--- src/rtl/instruction_decoder_pkg.sv ---
`default_nettype none
// ============================================================================
// Module      : instruction_decoder_pkg
// Description : Shared encodings for the 4-bit lab microprocessor decoder:
//               opcode prefixes, destination/source register codes, the
//               instruction class enum and the NOP / reset instruction word.
// Revision    : 1.0 - initial release
// ============================================================================
package instruction_decoder_pkg;

  // Opcode prefixes, matched against the leading bits of the IR
  localparam logic       OP_LOAD = 1'b0;      // 0ddd nnnn
  localparam logic [1:0] OP_MOV  = 2'b10;     // 10dd dsss
  localparam logic [2:0] OP_ALU  = 3'b110;    // 110x yfff
  localparam logic [3:0] OP_JMP  = 4'b1110;   // 1110 aaaa
  localparam logic [3:0] OP_JNZ  = 4'b1111;   // 1111 aaaa

  // mov x0,x0 is the canonical NOP and the reset contents of the IR
  localparam logic [7:0] NOP_INSTR = 8'h80;

  localparam int ALU_FUNC_W = 3;

  // Destination encodings (one-hot index into reg_wr_en)
  typedef enum logic [2:0] {
    DST_X0 = 3'd0, DST_X1 = 3'd1, DST_Y0 = 3'd2, DST_Y1 = 3'd3,
    DST_O  = 3'd4, DST_M  = 3'd5, DST_I  = 3'd6, DST_DM = 3'd7
  } dst_e;

  // mov source encodings
  typedef enum logic [2:0] {
    SRC_X0 = 3'd0, SRC_X1 = 3'd1, SRC_Y0 = 3'd2, SRC_Y1 = 3'd3,
    SRC_R  = 3'd4, SRC_M  = 3'd5, SRC_I  = 3'd6, SRC_IPINS = 3'd7
  } src_e;

  typedef enum logic [2:0] {
    CLS_LOAD = 3'd0,
    CLS_MOV  = 3'd1,
    CLS_ALU  = 3'd2,
    CLS_JMP  = 3'd3,
    CLS_JNZ  = 3'd4
  } instr_class_e;

  // Classify an instruction word by its prefix
  function automatic instr_class_e classify(input logic [7:0] instr);
    if (instr[7] == OP_LOAD)           return CLS_LOAD;
    else if (instr[7:6] == OP_MOV)     return CLS_MOV;
    else if (instr[7:5] == OP_ALU)     return CLS_ALU;
    else if (instr[7:4] == OP_JMP)     return CLS_JMP;
    else                               return CLS_JNZ;
  endfunction

endpackage : instruction_decoder_pkg
`default_nettype wire

--- src/rtl/instruction_decoder.sv ---
`default_nettype none
// ============================================================================
// Module      : instruction_decoder
// Description : Instruction register, zero flag and decode for the 4-bit lab
//               microprocessor. Captures pm_data on the sequencer run phase
//               and produces phase-3 write strobes / jump requests plus
//               continuously decoded operand selects.
// Ports       : clk, reset_n        - clock, async active-low reset
//               pm_data, run,       - program word, capture enable,
//               pc_count, alu_zero  - sequencer phase, ALU zero result
//               ir, dont_jmp        - instruction register, zero flag
//               jmp, jmp_nz,        - jump requests and target nibble
//               jmp_addr
//               reg_wr_en, r_wr_en  - destination / result write strobes
//               src_sel, src_is_imm,- mov source, load select, immediate
//               imm
//               alu_xsel, alu_ysel, - ALU operand selects and function
//               alu_func
// Revision    : 1.0 - initial release
// ============================================================================
module instruction_decoder
  import instruction_decoder_pkg::*;
#(
  parameter logic [7:0] IR_RESET = NOP_INSTR
) (
  input  logic                  clk,
  input  logic                  reset_n,
  input  logic [7:0]            pm_data,
  input  logic                  run,
  input  logic [1:0]            pc_count,
  input  logic                  alu_zero,
  output logic [7:0]            ir,
  output logic                  jmp,
  output logic                  jmp_nz,
  output logic [3:0]            jmp_addr,
  output logic                  dont_jmp,
  output logic [7:0]            reg_wr_en,
  output logic                  r_wr_en,
  output logic [2:0]            src_sel,
  output logic                  src_is_imm,
  output logic [3:0]            imm,
  output logic                  alu_xsel,
  output logic                  alu_ysel,
  output logic [ALU_FUNC_W-1:0] alu_func
);

  logic [7:0]   r_ir;
  logic         r_dont_jmp;
  instr_class_e w_class;
  logic         w_exec;
  logic [2:0]   w_dst;
  logic [2:0]   w_src;
  logic         w_mov_nop;

  assign w_class = classify(r_ir);
  assign w_exec  = (pc_count == 2'd3);
  assign w_dst   = r_ir[5:3];
  assign w_src   = r_ir[2:0];
  // mov r->o_reg shares code 4 on both sides but is a real transfer
  assign w_mov_nop = (w_dst == w_src) && (w_dst != DST_O);

  // The flag update looks at the IR value before any capture on the same
  // edge, so a stray run in phase 3 cannot retarget the flag write.
  always_ff @(posedge clk or negedge reset_n) begin
    if (!reset_n) begin
      r_ir       <= IR_RESET;
      r_dont_jmp <= 1'b0;
    end else begin
      if (w_exec && (w_class == CLS_ALU))
        r_dont_jmp <= alu_zero;
      if (run)
        r_ir <= pm_data;
    end
  end

  // Strobes only in the execute phase; everything else is pure field decode.
  always_comb begin
    reg_wr_en = 8'h00;
    r_wr_en   = 1'b0;
    jmp       = 1'b0;
    jmp_nz    = 1'b0;
    if (w_exec) begin
      case (w_class)
        CLS_LOAD: reg_wr_en = 8'h01 << r_ir[6:4];
        CLS_MOV:  if (!w_mov_nop) reg_wr_en = 8'h01 << w_dst;
        CLS_ALU:  r_wr_en = 1'b1;
        CLS_JMP:  jmp     = 1'b1;
        CLS_JNZ:  jmp_nz  = 1'b1;
        default:  ;
      endcase
    end
  end

  assign ir         = r_ir;
  assign dont_jmp   = r_dont_jmp;
  assign jmp_addr   = r_ir[3:0];
  assign imm        = r_ir[3:0];
  assign src_sel    = w_src;
  assign src_is_imm = (w_class == CLS_LOAD);
  assign alu_xsel   = r_ir[4];
  assign alu_ysel   = r_ir[3];
  assign alu_func   = r_ir[2:0];

endmodule : instruction_decoder
`default_nettype wire

--- config.mk ---
export PLATFORM = sky130hd
export DESIGN_NAME = instruction_decoder
export DESIGN_NICKNAME = d
export VERILOG_FILES = /design/src/rtl/instruction_decoder_pkg.sv /design/src/rtl/instruction_decoder.sv
export SDC_FILE = /design/constraint.sdc
export NUM_CORES = 1
export LEC_CHECK = 0
export BUFFER_PORTS_ARGS = -buffer_cell sky130_fd_sc_hd__buf_2
export CAP_MARGIN = 40
export CORE_UTILIZATION = 42
export DETAILED_ROUTE_END_ITERATION = 10
export GPL_TIMING_DRIVEN = 0
export HOLD_SLACK_MARGIN = 0.1
export MAX_ROUTING_LAYER = met4
export PLACE_DENSITY = 0.81
export SETUP_SLACK_MARGIN = 0.02
export SLEW_MARGIN = 15
export SYNTH_ARGS = -nofsm -noshare
export SYNTH_HDL_FRONTEND = slang
export SYNTH_SLANG_ARGS = --single-unit
--- constraint.sdc ---
create_clock -name clk -period 1.8 [get_ports clk]
set_input_delay 0.09 -clock clk [delete_from_list [all_inputs] [get_ports clk]]
set_output_delay 0.09 -clock clk [all_outputs]
set_load 0.1 [all_outputs]
==> flow_metrics.py, run 1 <==
metrics = {
    "synth": {
        "post_synthesis_instance_area_um2": 830,
        "netlist.area_leader.share_pct": 24.1,
        "post_synth_num_cell_types": 35,
        "postSynth.topFlopCell": "dfrtp_1",
        "synthesis.yosys.warnings": 0,
        "syn-mean-instance-area_um2": 9.02,
        "yosys_register_bits": 9,
        "syn_nets": 106,
        "yosysSeqAreaShare_pct": 27.3,
        "leading_area_contributor_after_synthesis": "dfrtp_1",
        "ys_async_sr_fraction_pct": 100,
        "synthTopCellsByArea": "dfrtp_1 (24%), buf_4 (14%), mux2_2 (5.4%)",
        "netlist_instances": 92,
        "synth_enable_flop_cells": 0,
    },
    "global_routing": {
        "pin_count_of_the_biggest_net_entering_global_routing": 11,
        "grt_antenna_before_repair": 0,
    },
    "place": {
        "pre_cts_ws_ns": -0.196,
        "detailed_place_hpwl_um": 1640,
        "count_of_buffers_from_port_buffering": 50,
        "routabilityCongestion": 0.789,
    },
    "run_status": {
        "outcome": "aborted with a tool error",
        "failing_step": "global routing (5_1_grt)",
        "stop_err": "[ERROR DPL-0033] detailed placement checks failed during check placement.",
    },
    "die": {
        "num_io_pins": 51,
        "die_height_um": 46.4,
        "start_util_pct": 46.5,
        "row_count": 15,
        "die_width_um": 46.4,
    },
    "clock_tree": {
        "tritoncts_buffer_count": 3,
        "cts.sink_count": 9,
        "root_buffer": "clkbuf_4",
        "cts.path.max_buffers": 2,
        "cts_max_level": 1,
    },
    "sta": {
        "worst_endpoint_kind": "primary output",
        "globalroute.repair_timing.worst_endpoint": "reg_wr_en[5]",
    },
}
cells by family after synthesis:
kind of cell           count (synthesis)  synth area share (%)
flip-flops                             9                  27.3
multiplexers                           4                  5.43
AO/OA/AOI/OAI                         21                  19.6
AND/OR/NAND/NOR                       29                  22.2
XOR/XNOR                               2                  3.02
buffers and inverters                 27                  22.5
stage by stage:
stage | cell area [um^2] | cells | TNS (ns)
2_1_floorplan | 1030 | 92 | -3.74
3_3_place_gp | 1310 | 167 | -0.395
3_5_place_dp | 1310 | 167 | -0.481
4_1_cts | 1640 | 182 | -0.470
synthesized netlist by cell type (2+ instances only):
cell type and count:
buf_2 2, dfrtp_1 8, o21ai_0 6, nor4bb_1 2, buf_4 16, nand3_1 4, nand2_1 8, nand2b_1 2
o311ai_0 3, inv_1 4, buf_6 3, nand4_1 2, a21oi_1 6, nor3_1 2, mux2_2 4
timing repair:
item	in CTS
setup buffers	2
hold buffers	10
hold endpoints to repair	18
resized for setup	48
pin swaps	7
setup endpoints to repair	11
==> inputs of run 2 (changes only) <==
- CORE_AREA: unset -> 2 2 63 65
- CORE_UTILIZATION: 42 -> unset
- DIE_AREA: unset -> 0 0 65 67
- HOLD_SLACK_MARGIN: 0.1 -> unset
- MAX_ROUTING_LAYER: met4 -> unset
- PLACE_DENSITY: 0.81 -> unset
- PLACE_DENSITY_LB_ADDON: unset -> 0.15
- SETUP_SLACK_MARGIN: 0.02 -> unset
==> run 2 against run 1 <==
  * The flow now finishes, with violations (setup timing)
  * Synthesized cell count did not move
  * Synthesized area is the same
==> flow_metrics.py, run 2 <==
metrics = {
    "run_status": {
        "outcome": "finished, violations left",
        "violations": "setup timing",
    },
    "synth": {
        "synthTopCellsByArea": "dfrtp_1 (24%), buf_4 (14%), mux2_2 (5.4%)",
        "syn_nets": 106,
        "postSynth.topFlopCell": "dfrtp_1",
        "netlist.area_leader.share_pct": 24.1,
        "syn-mean-instance-area_um2": 9.02,
        "post_synth_xor_area_fraction_pct": 3.02,
        "synth_top_family_by_area": "buffers and inverters",
        "synth_enable_flop_cells": 0,
        "netlist_instances": 92,
        "ys_async_sr_fraction_pct": 100,
        "synth_fa_ha_area_share_pct": 0,
        "leading_area_contributor_after_synthesis": "dfrtp_1",
        "yosys_register_bits": 9,
        "post_synth_mux_area_share_pct": 5.43,
        "synth_compound_gate_area_share_pct": 19.6,
        "post_synthesis_instance_area_um2": 830,
        "post_synth_num_cell_types": 35,
        "synth_commonest_cells": "buf_4 (16), dfrtp_1 (8), nand2_1 (8), a21oi_1 (6), o21ai_0 (6)",
        "yosysSeqAreaShare_pct": 27.3,
        "synth_simple_gate_area_share_pct": 22.2,
        "synthesis.yosys.warnings": 0,
        "synthMostInstantiatedCell": "buf_4",
    },
    "routing": {
        "first_iter_violations": 21,
        "detail_route.drc_violations": 0,
        "detail_route.vias_per_cell": 4.32,
        "dr_total_vias": 872,
        "drt_wl_total_um": 2610,
        "remaining_number_of_nets_flagged_by_the_antenna_check_after_routing": 0,
        "routed_wire_length_per_instance_um": 12.9,
        "detailedRoute.firstPassIterationCount": 3,
    },
    "die": {
        "row_count": 22,
        "die_height_um": 67,
        "core_area_um2": 3610,
        "dieArea_um2": 4360,
        "start_util_pct": 23.0,
        "die_width_um": 65,
        "num_io_pins": 51,
    },
    "sta": {
        "worst-slew-pin-transition_ns": 0.487,
        "clock.fmax_mhz": 539,
        "worst_slew_margin_rel_pct": 67.8,
        "finalSetupViolations": 5,
        "hold_viol_final": 0,
        "layout_min_cycle_time_ns": 1.85,
        "post-route-period-util_pct": 103,
        "layout_setup_ws_ns": -0.0542,
        "grt_setup_unrepaired": "yes",
        "drv_slew": 0,
        "timing.clock.skew_ns": 0.0000385,
    },
    "worst_hold_path": {
        "hold_class": "in2reg",
    },
    "global_routing": {
        "grt_antenna_before_repair": 0,
        "first_global_vias": 829,
        "grt.overflow.total": 0,
        "pin_count_of_the_biggest_net_entering_global_routing": 11,
        "grt_use_total_pct": 12.2,
        "wire_length_of_the_first_global_routing_pass_um": 4100,
    },
    "critical_path": {
        "worstPathCellList": "buf_12 -> nor4bb_2 -> o21ai_1 -> a211oi_4 -> buf_12",
        "crit_path_max_incr_delay_ns": 0.63,
        "worst_setup_path_start_kind": "register",
        "critical_path.slowest_cell": "dfstp_4",
        "worstPathRequired_ns": 1.71,
        "critical_path_buf_inv_count": 2,
        "path_common_cell": "buf_12",
        "timing_worst_setup_path_type": "reg2out",
        "worst_setup_path_end_kind": "output pin",
        "crit_path_max_fanout": 9,
        "timing.critical_path.arrival_ns": 1.76,
        "r2r_setup_slack_ns": 0.21,
        "cp_top_family": "flip-flops",
    },
    "layout": {
        "layout_common_cells": "buf_2 (39), buf_4 (26), buf_12 (8)",
        "instances_no_fill": 202,
        "largest_reg_flops": 8,
        "area_growth_pct": 101,
        "most_frequent_standard_cell_in_the_layout_excluding_fill_and_tap_cells": "buf_2",
        "drive_above_1_share_pct": 81.8,
        "total_inserted_antenna_cells": 0,
        "num-nets-final": 169,
    },
    "place": {
        "pre_cts_ws_ns": -0.243,
        "routabilityCongestion": 0.829,
        "count_of_buffers_from_port_buffering": 50,
        "place.detailed.instances": 190,
        "detailed_place_hpwl_um": 1960,
    },
    "power": {
        "total_leakage_power_nw": 0.701,
        "power-per-cell-area_nw_per_um2": 856,
        "vdd_ir_drop_max_mv": 0.586,
        "power.total_w": 0.00143,
    },
    "clock_tree": {
        "cts_tree": "done",
        "cts_max_level": 1,
        "cts.path.max_buffers": 2,
        "cts.sink_count": 9,
        "worst_setup_hold_path_clk_slew_ns": 0.04,
        "worst_skew_pair_latency_ns": 0.22,
        "tritoncts_buffer_count": 3,
        "root_buffer": "clkbuf_8",
    },
    "job": {
        "drv.max_cap_violation_count": 0,
    },
}
==> run 2: what timing repair did <==
item	CTS	global route
setup endpoints to repair	11	10
pin swaps	8	0
setup buffers	5	3
hold buffers	1	0
gates resized for setup	46	8
hold endpoints to repair	9	0
==> run 2: area by class of cell <==
| cell class | count | area, um^2 |
|---|---|---|
| inverter | 5 | 22.5 |
| timing repair buffer | 59 | 443 |
| sequential | 9 | 241 |
| buffer | 21 | 178 |
| clock buffer | 4 | 45.0 |
| fill | 358 | 1940 |
| multi-input combinational | 56 | 678 |
| tap | 48 | 60.1 |
==> run 2: path summary, 6_finish.rpt <==
check | startpoint | to | cells after the start
setup / recovery | ir[7] | reg_wr_en[2] | 5
hold / removal | pm_data[3] | ir[3] | 3
setup reg to reg | ir[7] | dont_jmp | 5
hold reg to reg | dont_jmp | dont_jmp | 1
max in group asynchronous | reset_n | ir[7] | 2
min in group asynchronous | reset_n | ir[0] | 2
==> run 2: logic make-up (layout without fill, tap and decap cells) <==
family,Yosys count,count (layout)
buf+inv,27,89
compound gates,21,21
flops,9,9
simple gates,29,29
mux,4,4
xor+xnor,2,2
==> run 2: routing by layer <==
| metal | vias up | track usage [%] | share of wire, % |
|---|---|---|---|
| li1 | 439 | - | - |
| met1 | 403 | 16.2 | 46 |
| met2 | 28 | 19.7 | 48 |
| met3 | 2 | 1.86 | 4.9 |
| met4 | 0 | 4.79 | 0.54 |
| met5 | - | 0 | 0 |
==> run 2: report_power, final <==
part / switching (W) / leakage, nW / internal (W)
Sequential: 0.0000555 / 0.0995 / 0.000235
Clock: 0.0000692 / 0.0228 / 0.000153
Combinational: 0.000683 / 0.579 / 0.000231
==> run 2: worst register-to-register path: stages, from the launching register on <==
cell,delay (ns)
dfstp_4,0.63
buf_12,0.12
buf_4,0.12
nand2_4,0.06
nor3_4,0.23
mux2_4,0.32
==> run 2: through the flow <==
step	utilization [%]	hold WS, ns	TNS [ns]	area, um^2
final	46.3	0.0723	-0.179	1670
after global routing	46.3	0.0797	-0.686	1670
after floorplan	-	-0.206	-3.74	1030
after global placement	37.1	-0.0501	-0.541	1340
after detailed placement	37.1	-0.0481	-0.604	1340
after CTS	44.7	0.0656	-0.298	1610
Power figures use the tool's default switching activity.
==> inputs of run 3 (changes only) <==
- GPL_TIMING_DRIVEN: 0 -> unset
==> run 3 against run 2 <==
  * The run still ends with setup timing left
  * Combinational power decreased by 5.4%
  * Sequential power increased by 2%
  * Global-route usage increased by 0.48 points
  * Final area decreased by 4.4%
  * Fmax increased by 2.1%
  * Worst setup slack improved by 0.038 ns
  * Sequential cell count unchanged
  * Count of clock-buffer cells in the layout unchanged
  * Die area unchanged
  * Core utilization decreased by 2.0 points
  * Cell count decreased by 6.4%
  * Routed wire length decreased by 0.77%
  * Critical path type unchanged
==> flow_metrics.py, run 3 (synthesis results as in run 2) <==
metrics = {
    "layout": {
        "fillCellCount": 350,
        "final_core_util_pct": 44.2,
        "layout_common_cells": "buf_2 (39), buf_4 (15), buf_12 (11)",
        "total_inserted_antenna_cells": 0,
        "num-nets-final": 156,
        "most_frequent_standard_cell_in_the_layout_excluding_fill_and_tap_cells": "buf_2",
        "drive_above_1_share_pct": 80.1,
        "largest_reg_flops": 8,
        "instances_no_fill": 189,
        "area_growth_pct": 92.3,
    },
    "global_routing": {
        "pin_count_of_the_biggest_net_entering_global_routing": 14,
        "grt.overflow.total": 0,
        "first_global_vias": 821,
        "grt_antenna_before_repair": 0,
        "grt_use_total_pct": 12.7,
        "wire_length_of_the_first_global_routing_pass_um": 4200,
    },
    "sta": {
        "clock.fmax_mhz": 551,
        "worst_slew_margin_rel_pct": 67.6,
        "finalSetupViolations": 4,
        "timing.clock.skew_ns": 0.000247,
        "post-route-period-util_pct": 101,
        "setup_total_negative_slack_ns": -0.0337,
        "layout_setup_ws_ns": -0.0159,
        "worst-slew-pin-transition_ns": 0.489,
        "drv_slew": 0,
        "layout_min_cycle_time_ns": 1.82,
        "grt_setup_unrepaired": "yes",
        "hold_viol_final": 0,
    },
    "critical_path": {
        "crit_path_max_fanout": 12,
        "r2r_setup_slack_ns": 0.22,
        "timing_worst_setup_path_type": "reg2out",
        "worst_setup_path_start_kind": "register",
        "timing.critical_path.arrival_ns": 1.73,
        "worstPathRequired_ns": 1.71,
        "worst_setup_path_end_kind": "output pin",
    },
    "clock_tree": {
        "cts.path.max_buffers": 2,
        "root_buffer": "clkbuf_8",
        "cts_max_level": 1,
        "worst_skew_pair_latency_ns": 0.23,
        "cts.sink_count": 9,
        "tritoncts_buffer_count": 3,
        "cts_tree": "done",
        "worst_setup_hold_path_clk_slew_ns": 0.04,
    },
    "die": {
        "row_count": 22,
        "num_io_pins": 51,
        "die_height_um": 67,
        "die_width_um": 65,
        "start_util_pct": 23.0,
        "dieArea_um2": 4360,
        "core_area_um2": 3610,
    },
    "job": {
        "drv.max_cap_violation_count": 0,
    },
    "power": {
        "power_report.internal_total_w": 0.000587,
        "proportion_of_power_drawn_by_combinational_gates_pct": 62.4,
        "clock_power_share_pct": 16.4,
        "power-per-cell-area_nw_per_um2": 870,
        "power.share.switching_pct": 57.7,
        "p_sw_w": 0.000801,
        "p_seq_share_pct": 21.2,
        "total_leakage_power_nw": 0.645,
        "vdd_ir_drop_max_mv": 0.626,
    },
    "run_status": {
        "violations": "setup timing",
        "outcome": "finished, violations left",
    },
    "place": {
        "place.detailed.instances": 175,
        "routabilityCongestion": 0.839,
        "detailed_place_hpwl_um": 1950,
        "count_of_buffers_from_port_buffering": 50,
    },
    "routing": {
        "detail_route.drc_violations": 0,
        "dr_total_vias": 857,
        "remaining_number_of_nets_flagged_by_the_antenna_check_after_routing": 0,
        "drt_wl_total_um": 2590,
        "first_iter_violations": 17,
        "detail_route.vias_per_cell": 4.53,
        "detailedRoute.firstPassIterationCount": 4,
        "routed_wire_length_per_instance_um": 13.7,
    },
    "worst_hold_path": {
        "hold_class": "in2reg",
    },
}
run 3: cell types whose count changed in the layout (fill, tap and decap cells not counted), sizes merged:
| cell | previous run | this run |
|---|---|---|
| buf | 78 | 66 |
| clkbuf | 5 | 4 |
run 3: layout make-up:
| type | count | area, um^2 | area share [%] |
|---|---|---|---|
| flip-flops and latches | 9 | 241 | 15.1 |
| clock buffers | 4 | 45.0 | 2.82 |
| inverters | 5 | 22.5 | 1.41 |
| well taps | 48 | 60.1 | 3.76 |
| repair buffers | 67 | 553 | 34.7 |
| multi-input cells | 56 | 673 | 42.2 |
run 3: routing by layer:
metal,vias up,wire length (um),track usage (%)
met4,0,30,5.59
met5,-,0,0
li1,416,-,-
met3,4,116,2.20
met1,409,1150,16.2
met2,28,1300,20.9
run 3: worst max-delay path: stages, from the launching register on:
cell      delay [ns]
dfrtp_4         0.52
buf_4           0.15
nor4bb_4        0.29
o311ai_2        0.17
a21oi_4         0.17
buf_12          0.19
run 3: per-stage QoR:
stage	total power (W)	worst slack, ns	hold WS [ns]	area [um^2]
floorplan	0.000995	-0.617	-0.206	1030
global placement	0.00109	0.122	-0.0480	1380
detailed placement	0.00109	0.0707	-0.0447	1380
CTS	0.00137	-0.0316	0.0683	1540
global route	0.00145	-0.116	0.0845	1600
finish	0.00139	-0.0159	0.0683	1600
run 3: final timing paths:
check | start | cells after the start | end
worst max register to register | ir[7] | 4 | dont_jmp
min in group asynchronous | reset_n | 2 | ir[6]
worst min register to register | dont_jmp | 1 | dont_jmp
worst min-delay path | pm_data[2] | 3 | ir[2]
max in group asynchronous | reset_n | 2 | ir[7]
worst max-delay path | ir[5] | 5 | reg_wr_en[5]
run 3: timing repair:
action / 4_1_cts / 5_1_grt
hold buffers: 1 / 0
hold endpoints to repair: 9 / 0
setup endpoints to repair: 6 / 7
resized for setup: 7 / 7
pin swaps: 5 / 3
buffers inserted: 7 / 2
run 3: power groups by stage:
stage,logic [W],registers [W],clock network (W)
after detailed placement,0.000802,0.000291,0
final,0.000865,0.000295,0.000227
after floorplan,0.000542,0.000453,0
after global routing,0.000895,0.000301,0.000253
after global placement,0.000803,0.000290,0
after CTS,0.000846,0.000290,0.000238
